--- src/rtl/telem_rx.sv ---
`timescale 1ns/1ps
`default_nettype none
// ============================================================================
//  Module   : telem_rx
//  Function : 8N1 UART byte receiver plus telemetry frame parser that recovers
//             12-bit battery, current and torque readings from the TX stream.
//  Revision : 1.0 - initial release
// ============================================================================
module telem_rx #(
   parameter int BAUD_DIV = 2604
) (
   input  logic        clk,
   input  logic        rst,
   input  logic        RX,
   output logic [11:0] batt,
   output logic [11:0] curr,
   output logic [11:0] torque,
   output logic        vld,
   output logic        frm_err
);

   localparam logic [11:0] c_half_bit = 12'(BAUD_DIV / 2);
   localparam logic [11:0] c_full_bit = 12'(BAUD_DIV);

   typedef enum logic [1:0] {
      RX_IDLE  = 2'd0,
      RX_START = 2'd1,
      RX_DATA  = 2'd2,
      RX_STOP  = 2'd3
   } rx_state_t;

   typedef enum logic [2:0] {
      P_HUNT_AA = 3'd0,
      P_HUNT_55 = 3'd1,
      P_B2      = 3'd2,
      P_B3      = 3'd3,
      P_B4      = 3'd4,
      P_B5      = 3'd5,
      P_B6      = 3'd6,
      P_B7      = 3'd7
   } prs_state_t;

   rx_state_t   r_rx_state;
   rx_state_t   w_rx_next;
   prs_state_t  r_prs_state;
   prs_state_t  w_prs_next;

   logic        r_rx_meta;
   logic        r_rx_sync;
   logic        r_rx_prev;
   logic [11:0] r_baud_cnt;
   logic [2:0]  r_bit_cnt;
   logic [7:0]  r_shift;
   logic        r_byte_rdy;

   logic [11:0] r_sh_batt;
   logic [11:0] r_sh_curr;
   logic [3:0]  r_sh_torque_hi;

   logic        w_tick;
   logic        w_fall;
   logic        w_load_half;
   logic        w_load_full;
   logic        w_shift_en;
   logic        w_byte_done;
   logic        w_stop_err;
   logic        w_p_vld;
   logic        w_p_err;

   assign w_tick = (r_baud_cnt == 12'd1);
   assign w_fall = r_rx_prev & ~r_rx_sync;

   // Synchronizer and edge-detect history idle at the line's mark level.
   always_ff @(posedge clk) begin
      if (rst) begin
         r_rx_meta <= 1'b1;
         r_rx_sync <= 1'b1;
         r_rx_prev <= 1'b1;
      end else begin
         r_rx_meta <= RX;
         r_rx_sync <= r_rx_meta;
         r_rx_prev <= r_rx_sync;
      end
   end

   always_ff @(posedge clk) begin
      if (rst) begin
         r_rx_state <= RX_IDLE;
      end else begin
         r_rx_state <= w_rx_next;
      end
   end

   always_comb begin
      w_rx_next   = r_rx_state;
      w_load_half = 1'b0;
      w_load_full = 1'b0;
      w_shift_en  = 1'b0;
      w_byte_done = 1'b0;
      w_stop_err  = 1'b0;
      case (r_rx_state)
         RX_IDLE: begin
            if (w_fall) begin
               w_rx_next   = RX_START;
               w_load_half = 1'b1;
            end
         end
         RX_START: begin
            if (w_tick) begin
               if (r_rx_sync) begin
                  w_rx_next = RX_IDLE;
               end else begin
                  w_rx_next   = RX_DATA;
                  w_load_full = 1'b1;
               end
            end
         end
         RX_DATA: begin
            if (w_tick) begin
               w_shift_en  = 1'b1;
               w_load_full = 1'b1;
               if (r_bit_cnt == 3'd7) begin
                  w_rx_next = RX_STOP;
               end
            end
         end
         RX_STOP: begin
            if (w_tick) begin
               w_rx_next = RX_IDLE;
               if (r_rx_sync) begin
                  w_byte_done = 1'b1;
               end else begin
                  w_stop_err = 1'b1;
               end
            end
         end
      endcase
   end

   always_ff @(posedge clk) begin
      if (rst) begin
         r_baud_cnt <= 12'd0;
         r_bit_cnt  <= 3'd0;
         r_shift    <= 8'd0;
         r_byte_rdy <= 1'b0;
      end else begin
         if (w_load_half) begin
            r_baud_cnt <= c_half_bit;
         end else if (w_load_full) begin
            r_baud_cnt <= c_full_bit;
         end else if (r_baud_cnt != 12'd0) begin
            r_baud_cnt <= r_baud_cnt - 12'd1;
         end

         // The bit counter wraps to zero after the eighth data bit.
         if (w_load_half) begin
            r_bit_cnt <= 3'd0;
         end else if (w_shift_en) begin
            r_bit_cnt <= r_bit_cnt + 3'd1;
         end

         if (w_shift_en) begin
            r_shift <= {r_rx_sync, r_shift[7:1]};
         end

         r_byte_rdy <= w_byte_done;
      end
   end

   always_ff @(posedge clk) begin
      if (rst) begin
         r_prs_state <= P_HUNT_AA;
      end else begin
         r_prs_state <= w_prs_next;
      end
   end

   always_comb begin
      w_prs_next = r_prs_state;
      w_p_vld    = 1'b0;
      w_p_err    = 1'b0;
      if (w_stop_err) begin
         w_prs_next = P_HUNT_AA;
      end else if (r_byte_rdy) begin
         case (r_prs_state)
            P_HUNT_AA: begin
               if (r_shift == 8'hAA) w_prs_next = P_HUNT_55;
            end
            P_HUNT_55: begin
               if (r_shift == 8'h55) begin
                  w_prs_next = P_B2;
               end else if (r_shift != 8'hAA) begin
                  w_prs_next = P_HUNT_AA;
                  w_p_err    = 1'b1;
               end
            end
            P_B2, P_B4, P_B6: begin
               if (r_shift[7:4] != 4'd0) begin
                  w_prs_next = P_HUNT_AA;
                  w_p_err    = 1'b1;
               end else if (r_prs_state == P_B2) begin
                  w_prs_next = P_B3;
               end else if (r_prs_state == P_B4) begin
                  w_prs_next = P_B5;
               end else begin
                  w_prs_next = P_B7;
               end
            end
            P_B3: w_prs_next = P_B4;
            P_B5: w_prs_next = P_B6;
            P_B7: begin
               w_prs_next = P_HUNT_AA;
               w_p_vld    = 1'b1;
            end
         endcase
      end
   end

   // Shadow copies hold a frame in progress so an aborted frame never reaches the outputs.
   always_ff @(posedge clk) begin
      if (rst) begin
         r_sh_batt      <= 12'd0;
         r_sh_curr      <= 12'd0;
         r_sh_torque_hi <= 4'd0;
      end else if (r_byte_rdy) begin
         case (r_prs_state)
            P_B2:    r_sh_batt[11:8] <= r_shift[3:0];
            P_B3:    r_sh_batt[7:0]  <= r_shift;
            P_B4:    r_sh_curr[11:8] <= r_shift[3:0];
            P_B5:    r_sh_curr[7:0]  <= r_shift;
            P_B6:    r_sh_torque_hi  <= r_shift[3:0];
            default: ;
         endcase
      end
   end

   always_ff @(posedge clk) begin
      if (rst) begin
         batt    <= 12'd0;
         curr    <= 12'd0;
         torque  <= 12'd0;
         vld     <= 1'b0;
         frm_err <= 1'b0;
      end else begin
         if (w_p_vld) begin
            batt   <= r_sh_batt;
            curr   <= r_sh_curr;
            torque <= {r_sh_torque_hi, r_shift};
         end
         vld     <= w_p_vld;
         frm_err <= w_p_err | w_stop_err;
      end
   end

endmodule
`default_nettype wire

--- config.mk ---
export PLATFORM = sky130hd
export DESIGN_NAME = telem_rx
export DESIGN_NICKNAME = d
export VERILOG_FILES = /design/src/rtl/telem_rx.sv
export SDC_FILE = /design/constraint.sdc
export NUM_CORES = 1
export LEC_CHECK = 0
export CAP_MARGIN = 20
export CORE_UTILIZATION = 40
export CTS_CLUSTER_SIZE = 30
export DETAILED_ROUTE_END_ITERATION = 10
export SYNTH_ARGS = -nofsm -noshare
export SYNTH_HDL_FRONTEND = slang
export SYNTH_SLANG_ARGS = --single-unit
--- constraint.sdc ---
create_clock -name clk -period 2.5 [get_ports clk]
set_input_delay 0.375 -clock clk [delete_from_list [all_inputs] [get_ports clk]]
set_output_delay 0.375 -clock clk [all_outputs]
set_load 0.03 [all_outputs]
==> run metrics, run 1 <==
status=completed; Reg2Reg Setup Slack=340 ps; CTS tree=built; vias in the first global route=2,913; Fmax=0.4639 GHz; share of the yosys chip area belonging to registers=0.4864; CP Launch Type=flop; Worst Setup End Kind=flop; port bufs=40; Worst Hold Path EP=r_rx_sync; number of placed I/O pins=41; # Post-CTS Setup Buffers=0; routed vias=3,252; ys async rst share=0; die height=102.4 um; Yosys reg bits=98; fin crit period=2156 ps; H-tree depth=3; CP max stage delay=490 ps; vias per cell=5.003; initial antenna violation count=0; antenna cells=0; critical path class=reg2reg; Congestion Overflow GR=0; Yosys cell types=50; Worst VDD drop=0.4511 mV; Pre-antenna DRT Iters=4; Min-Delay Path Class=reg2reg; Hold Buf Count CTS=0; global-route wire length before repair=13.77 mm; clk_skew=14.32 ps; reg2reg path depth=7; # placed instances=635; commonest cells after routing, fill and taps aside=nand2_1, dfxtp_1, a21oi_1; Die W=102.4 um; Crit Path Max Fanout=6; final WL=8.289 mm; Post-synth top flop=dfxtp_1; Initial Utilization=0.4127; RSZ-0062 raised after global routing=false; Mapped Avg Cell Area=8.249 um2; Leakage Power=0.001619 uW; dpl hpwl=5.591 mm; Reg-to-Reg Start=r_baud_cnt[0]; RePlAce Congestion=0.8087; CP max-delay cell=or3b_2; most common cell after layout, fill and taps aside=nand2_1; row count=36; Final Instance Area=4671 um2; hold wc startpoint=r_rx_meta; GRT Total Usage=0.1701; DR top layer=met4; Worst-Skew Late Latency=370 ps; drt wl/cell=12.75 um; area of the multi-input gates=1872 um2; DR WL met3=228 um; ANT nets after route=0; number of synthesized flops with an enable pin=0; period utilisation layout=0.8623; crit path DAT=2410 ps; final routed DRC violation total=0; Post-Syn Area=4034 um2; largest net degree at the start of global routing=37; Layout Nets=525; post-CTS sizing=0; syn nets=501; Die Footprint=10,490 um2; post-route setup TNS=0 ps; Slew headroom=0.5136; Power per Cell Area=744.4 nW/um2; Final Max Slew Viols=0; slew at the pin closest to its max-slew limit=724.0 ps; reg2reg end=r_baud_cnt[11]; WL met2=3.896 mm; floorplan core area=9774 um2; fraction of layout instances using a drive strength above 1=0.06190; Clock Tree Buf Depth=2; Initial DRC Count=104; Post-Route M1 WL=3.979 mm; maxcap violations=0; Reg area=1962 um2; worst path required time=2750 ps; CTS buffer count=9; Hold Fails Final Rpt=0; worst hold stages=1; post-synthesis cell count=489; Final setup viols=0; Yosys warning count=0; Area Overhead vs Synth=15.79%; fillers=986; Non-Filler Instances=650; dpl cell area=4478 um2; clk sinks=98; crit-path cells=inv_1 -> ha_1 -> or3b_2 -> o2111ai_1 -> o21ai_0 -> a21oi_1 -> nor3_1; clock root cell=clkbuf_8; Worst-path clk slew=90 ps
per-layer routing:
metal  track usage  vias to the layer above
met5             0                        -
met4       0.09121                        0
met3       0.04036                       11
met2        0.2733                       42
met1        0.2106                     1512
li1              -                     1687
how the worst max path moves through the flow:
| stage | cells past startpoint | slack [ps] | startpoint | endpoint |
|---|---|---|---|---|
| after global routing | 7 | 180 | r_baud_cnt[0] | r_baud_cnt[11] |
| after detailed placement | 7 | 360 | r_baud_cnt[0] | r_baud_cnt[11] |
| final | 7 | 340 | r_baud_cnt[0] | r_baud_cnt[11] |
| after floorplan | 7 | 680 | r_baud_cnt[0] | r_baud_cnt[11] |
| after global placement | 7 | 320 | r_baud_cnt[0] | r_baud_cnt[11] |
| after CTS | 7 | 330 | r_baud_cnt[0] | r_baud_cnt[11] |
layout make-up:
cell class,count,area share
Sequential cell,98,0.4200
Inverter,10,0.008036
Tap cell,133,0.03563
Clock inverter,4,0.01098
Clock buffer,11,0.03027
Multi-Input combinational cell,348,0.4008
Timing Repair Buffer,46,0.09429
flip-flops by register name, summed over array words and instances, names as in the netlist, named ones only:
| signal | count |
|---|---|
| r_rx_state | 1 |
| frm_err | 1 |
| r_rx_meta | 1 |
| r_sh_curr | 12 |
| r_rx_sync | 1 |
| r_sh_batt | 12 |
| r_sh_torque_hi | 4 |
| vld | 1 |
| r_prs_state | 3 |
| r_shift | 8 |
| batt | 12 |
| r_baud_cnt | 12 |
| curr | 12 |
| torque | 12 |
| r_rx_prev | 1 |
| r_byte_rdy | 1 |
| r_bit_cnt | 3 |
power by group:
part	internal [uW]	switching [uW]	total, uW
registers	1650	126	1780
logic	302	376	678
clock network	487	532	1020
total	2440	1030	3480
metrics by stage:
| step | util | power, uW | hold slack (ps) | setup WS (ps) |
|---|---|---|---|---|
| 2_1_floorplan | - | 2357 | 389.5 | 677.6 |
| 3_3_place_gp | 0.4581 | 2486 | 392.4 | 321.0 |
| 3_5_place_dp | 0.4581 | 2494 | 398.3 | 359.6 |
| 4_1_cts | 0.4779 | 3506 | 420.8 | 334.9 |
| 5_1_grt | 0.4779 | 3675 | 426.0 | 175.8 |
| 6_report | 0.4779 | 3477 | 417.6 | 344.4 |
Yosys cell counts (all sizes together) (2+ instances only):
cell	number	share of area
ha	9	0.028
nor4bb	2	0.0050
nor2b	3	0.0047
xnor2	3	0.0065
nor4	4	0.011
a31o	2	0.0065
nand2	137	0.13
o211ai	4	0.0087
a21oi	73	0.091
nand2b	9	0.014
and3	3	0.0047
dfxtp	98	0.49
nor3b	2	0.0037
nand4	3	0.0047
or2	4	0.0062
inv	10	0.0093
a311o	2	0.0050
o21ai	6	0.0074
nor3	9	0.011
a211oi	2	0.0037
a31oi	3	0.0062
or3	2	0.0031
a41oi	2	0.0043
nand3	4	0.0050
clkbuf	24	0.022
mux2i	14	0.035
or4	2	0.0037
nor2	29	0.027
buf	9	0.018
and2	2	0.0031
critical path, delay by kind of cell, from the launching register on:
family / cells / cell delay (ps)
flops: 1 / 370
buf+inv: 1 / 70
compound gates: 3 / 800
fa+ha+maj: 1 / 260
simple gates: 2 / 550
cells by family after synthesis:
group	synth area share
muxes	0.03474
buffers and inverters	0.04963
DFF	0.4864
AOI/OAI and AO/OA	0.1427
and+or+nand+nor	0.2500
adders and majority gates	0.02792
xor gates and xnor gates	0.008686
Power figures use the tool's default switching activity.
==> inputs of run 2 (changes only) <==
--- a/config.mk
+++ b/config.mk
@@ -6,7 +6,7 @@
 export NUM_CORES = 1
 export LEC_CHECK = 0
 export CAP_MARGIN = 20
-export CORE_UTILIZATION = 40
+export CORE_UTILIZATION = 30
 export CTS_CLUSTER_SIZE = 30
 export DETAILED_ROUTE_END_ITERATION = 10
 export SYNTH_ARGS = -nofsm -noshare
==> run 2 against run 1 <==
Critical path depth is the same. Combinational power grew 0.6%. Critical path type unchanged. Maximum frequency grew 4.2%.
==> run metrics, run 2 (synthesis results as in run 1) <==
Initial DRC Count=149; vias in the first global route=3,147; Final Max Slew Viols=0; final WL=8.604 mm; Fmax=0.4836 GHz; CTS buffer count=9; maxcap violations=0; dpl cell area=4519 um2; floorplan core area=12,880 um2; CP Launch Type=flop; RSZ-0062 raised after global routing=false; CP max stage delay=500 ps; Die W=118.0 um; critical path class=reg2reg; crit path DAT=2280 ps; number of placed I/O pins=41; global-route wire length before repair=14.77 mm; Min-Delay Path Class=reg2reg; RePlAce Congestion=0.8417; vias per cell=4.742; Crit Path Max Fanout=6; initial antenna violation count=0; CTS tree=built; CP max-delay cell=or3b_2; clk_skew=12.27 ps; H-tree depth=3; hold wc startpoint=r_rx_meta; worst path required time=2710 ps; Final Instance Area=4805 um2; post-route setup TNS=0 ps; fillers=1,330; ANT nets after route=0; Slew headroom=0.4476; clk sinks=98; commonest cells after routing, fill and taps aside=nand2_1, dfxtp_1, a21oi_1; period utilisation layout=0.8271; largest net degree at the start of global routing=37; drt wl/cell=12.49 um; Worst VDD drop=0.4811 mV; Congestion Overflow GR=0; Die Footprint=13,910 um2; Layout Nets=524; most common cell after layout, fill and taps aside=nand2_1; Final setup viols=0; final core occ=0.3731; WL met2=4.198 mm; Leakage Power=0.001660 uW; port bufs=40; status=completed; # Post-CTS Setup Buffers=0; crit path launch=r_baud_cnt[1]; Power per Cell Area=786.1 nW/um2; Worst Setup End Kind=flop; GRT Total Usage=0.1317; Pre-antenna DRT Iters=4; fraction of layout instances using a drive strength above 1=0.06383; Worst-Skew Late Latency=340 ps; Worst-path clk slew=60 ps; antenna cells=0; slew at the pin closest to its max-slew limit=822.3 ps; dpl hpwl=5.953 mm; Post-Route M1 WL=4.040 mm; routed vias=3,267; Initial Utilization=0.3133; Hold Fails Final Rpt=0; Hold Buf Count CTS=0; crit-path cells=inv_1 -> ha_1 -> or3b_2 -> o2111ai_1 -> o21ai_0 -> a21oi_1 -> nor3_1; final routed DRC violation total=0; clock root cell=clkbuf_16; DR WL met3=271 um; die height=118.0 um; row count=41; post-CTS sizing=0; Clock Tree Buf Depth=2; hold_ws=416.4 ps; fin crit period=2068 ps; DR top layer=met4; Reg-to-Reg Start=r_baud_cnt[1]; Area Overhead vs Synth=19.11%
run 2: per-layer routing:
| metal | track usage | vias up |
|---|---|---|
| met4 | 0.05529 | 0 |
| met2 | 0.2206 | 64 |
| met3 | 0.03779 | 7 |
| met5 | 0 | - |
| met1 | 0.1567 | 1511 |
| li1 | - | 1685 |
run 2: final cells by class:
class                           instances  area [um2]  share of cell area
Sequential cell                        98        1962              0.4083
Multi-Input combinational cell        348        1872              0.3896
Timing Repair Buffer                   45       432.9             0.09010
Clock buffer                           10       239.0             0.04974
Tap cell                              172       215.2             0.04479
Clock inverter                          6       46.29            0.009635
Inverter                               10       37.54            0.007812
run 2: through the flow:
stage	std cells	power, uW	worst slack (ps)
after CTS	689	3811	430.0
after detailed placement	673	2492	460.5
final	689	3777	432.2
after floorplan	489	2357	677.6
after global routing	689	4002	272.8
after global placement	673	2468	558.0
run 2: path summary, 6_finish.rpt:
path                                       end  slack, ps  depth (start not counted)
worst max register to register  r_baud_cnt[11]        430                          7
worst max-delay path            r_baud_cnt[11]        430                          7
worst min-delay path                 r_rx_sync        420                          1
worst min register to register       r_rx_sync        420                          1
run 2: critical path, delay by kind of cell, from the launching register on:
family                     cells  cell delay (ps)
AOI/OAI and AO/OA              3              720
adders and majority gates      1              240
buffers and inverters          1               90
DFF                            1              340
and+or+nand+nor                2              560
run 2: where the power goes:
part	internal [uW]	switching [uW]
clock	712	597
sequential	1650	131
combinational	301	381
total	2670	1110
==> inputs of run 3 (changes only) <==
==> constraint.sdc (replaced) <==
create_clock -name clk -period 2.1 [get_ports clk]
set_input_delay 0.315 -clock clk [delete_from_list [all_inputs] [get_ports clk]]
set_output_delay 0.315 -clock clk [all_outputs]
set_load 0.03 [all_outputs]
==> run 3 against run 2 <==
Sequential share of layout area shrank 0.74 points. Critical path depth shrank 2. Sequential power grew 18%. Wire length grew 2.1%. Worst setup slack lost 250 ps. Power grew 25%. Global-route usage shrank 0.055 points. Register-to-register slack lost 250 ps. Maximum frequency grew 8.1%. Clock skew shrank 4.4 ps. Critical endpoint is now curr[11]. Flip-flop and latch count is the same.
==> run metrics, run 3 (synthesis results as in run 1) <==
status=completed; Initial DRC Count=210; critical path class=reg2reg; ANT nets after route=0; most common cell after layout, fill and taps aside=nand2_1; period utilisation layout=0.9111; Worst VDD drop=0.7251 mV; initial antenna violation count=0; fin crit period=1913 ps; # Post-CTS Setup Buffers=0; floorplan core area=12,880 um2; Worst-path clk slew=70 ps; CTS tree=built; Pre-antenna DRT Iters=4; global-route wire length before repair=14.88 mm; row count=41; final WL=8.785 mm; Power per Cell Area=961.4 nW/um2; Min-Delay Path Class=in2reg; RePlAce Congestion=0.8100; largest net degree at the start of global routing=78; Reg-to-Reg Start=r_baud_cnt[2]; clk_skew=7.889 ps; area of the multi-input gates=1872 um2; Hold Buf Count CTS=0; post-route setup TNS=0 ps; Worst Setup End Kind=flop; Final Max Slew Viols=0; Die W=118.0 um; Hold Fails Final Rpt=0; worst hold stages=2; port bufs=40; Worst-Skew Late Latency=340 ps; clk sinks=98; CP Launch Type=flop; H-tree depth=3; slew at the pin closest to its max-slew limit=504.7 ps; fillers=1,302; Area Overhead vs Synth=21.31%; vias in the first global route=3,185; Layout Nets=531; Final Instance Area=4893 um2; Crit Path Max Fanout=36; Slew headroom=0.6604; clock root cell=clkbuf_16; vias per cell=4.740; Final setup viols=0; Reg area=1962 um2; number of placed I/O pins=41; Worst Hold Path EP=r_baud_cnt[1]; reg2reg path depth=5; maxcap violations=0; CTS buffer count=9; fraction of layout instances using a drive strength above 1=0.07457; die height=118.0 um; RSZ-0062 raised after global routing=false; routed vias=3,294; commonest cells after routing, fill and taps aside=nand2_1, dfxtp_1, a21oi_1; Initial Utilization=0.3133; antenna cells=0; Die Footprint=13,910 um2; drt wl/cell=12.64 um; crit path DAT=2180 ps; Clock Tree Buf Depth=2; dpl hpwl=5.942 mm; Fmax=0.5227 GHz; dpl cell area=4584 um2; Leakage Power=0.001711 uW; final routed DRC violation total=0; Reg2Reg Setup Slack=190 ps; Congestion Overflow GR=0; worst path required time=2370 ps; GRT Total Usage=0.1312; hold wc startpoint=rst; reg2reg end=curr[11]
[run 3: how the worst max path moves through the flow]
| stage | startpoint | end | slack [ps] | depth (start not counted) |
|---|---|---|---|---|
| after floorplan | r_baud_cnt[0] | r_baud_cnt[11] | 280 | 7 |
| after global placement | r_baud_cnt[0] | r_baud_cnt[11] | 220 | 7 |
| after detailed placement | r_baud_cnt[2] | curr[11] | 190 | 5 |
| after CTS | r_baud_cnt[1] | r_baud_cnt[11] | 150 | 7 |
| after global routing | r_baud_cnt[0] | r_baud_cnt[11] | 20 | 7 |
| final | r_baud_cnt[2] | curr[11] | 190 | 5 |
[run 3: per-layer routing]
metal / up-vias / share of wire / global-route usage
li1: 1706 / - / -
met5: - / 0 / 0
met2: 54 / 0.49 / 0.2298
met1: 1528 / 0.47 / 0.1542
met4: 0 / 0.0081 / 0.04327
met3: 6 / 0.029 / 0.03440
[run 3: where the power goes]
| group | internal (uW) | total [uW] | switching, uW |
|---|---|---|---|
| sequential | 1970 | 2120 | 153 |
| combinational | 424 | 894 | 470 |
| clock | 992 | 1690 | 696 |
[run 3: final cells by class]
| type | instances | share of cell area |
|---|---|---|
| clock inverter | 4 | 0.01151 |
| timing repair buffer | 52 | 0.1018 |
| sequential | 98 | 0.4009 |
| inverter | 10 | 0.007671 |
| clock buffer | 11 | 0.05165 |
| multi-input combinational | 348 | 0.3825 |
| tap | 172 | 0.04398 |
[run 3: per-stage QoR]
| stage | power [uW] | instances | util | hold slack [ps] | setup slack [ps] |
|---|---|---|---|---|---|
| 6_report | 4705 | 695 | 0.3800 | 296.0 | 186.7 |
| 5_1_grt | 4977 | 695 | 0.3800 | 316.4 | 22.25 |
| 4_1_cts | 4744 | 695 | 0.3800 | 296.4 | 150.9 |
| 3_5_place_dp | 3047 | 680 | 0.3560 | 401.4 | 192.9 |
| 3_3_place_gp | 3023 | 680 | 0.3560 | 396.8 | 215.6 |
| 2_1_floorplan | 2806 | 489 | - | 389.5 | 277.6 |
[run 3: worst max-delay path, stage by stage (launching register included)]
cell	delay [ps]
dfxtp_1	370
nor4_4	310
and4_1	400
a31o_4	470
nand2_1	110
a21oi_1	170
[run 3: what timing repair did]
item	in CTS	in global routing
resized for setup	0	1
endpoints found under the hold margin	0	0
setup endpoints to repair	0	1
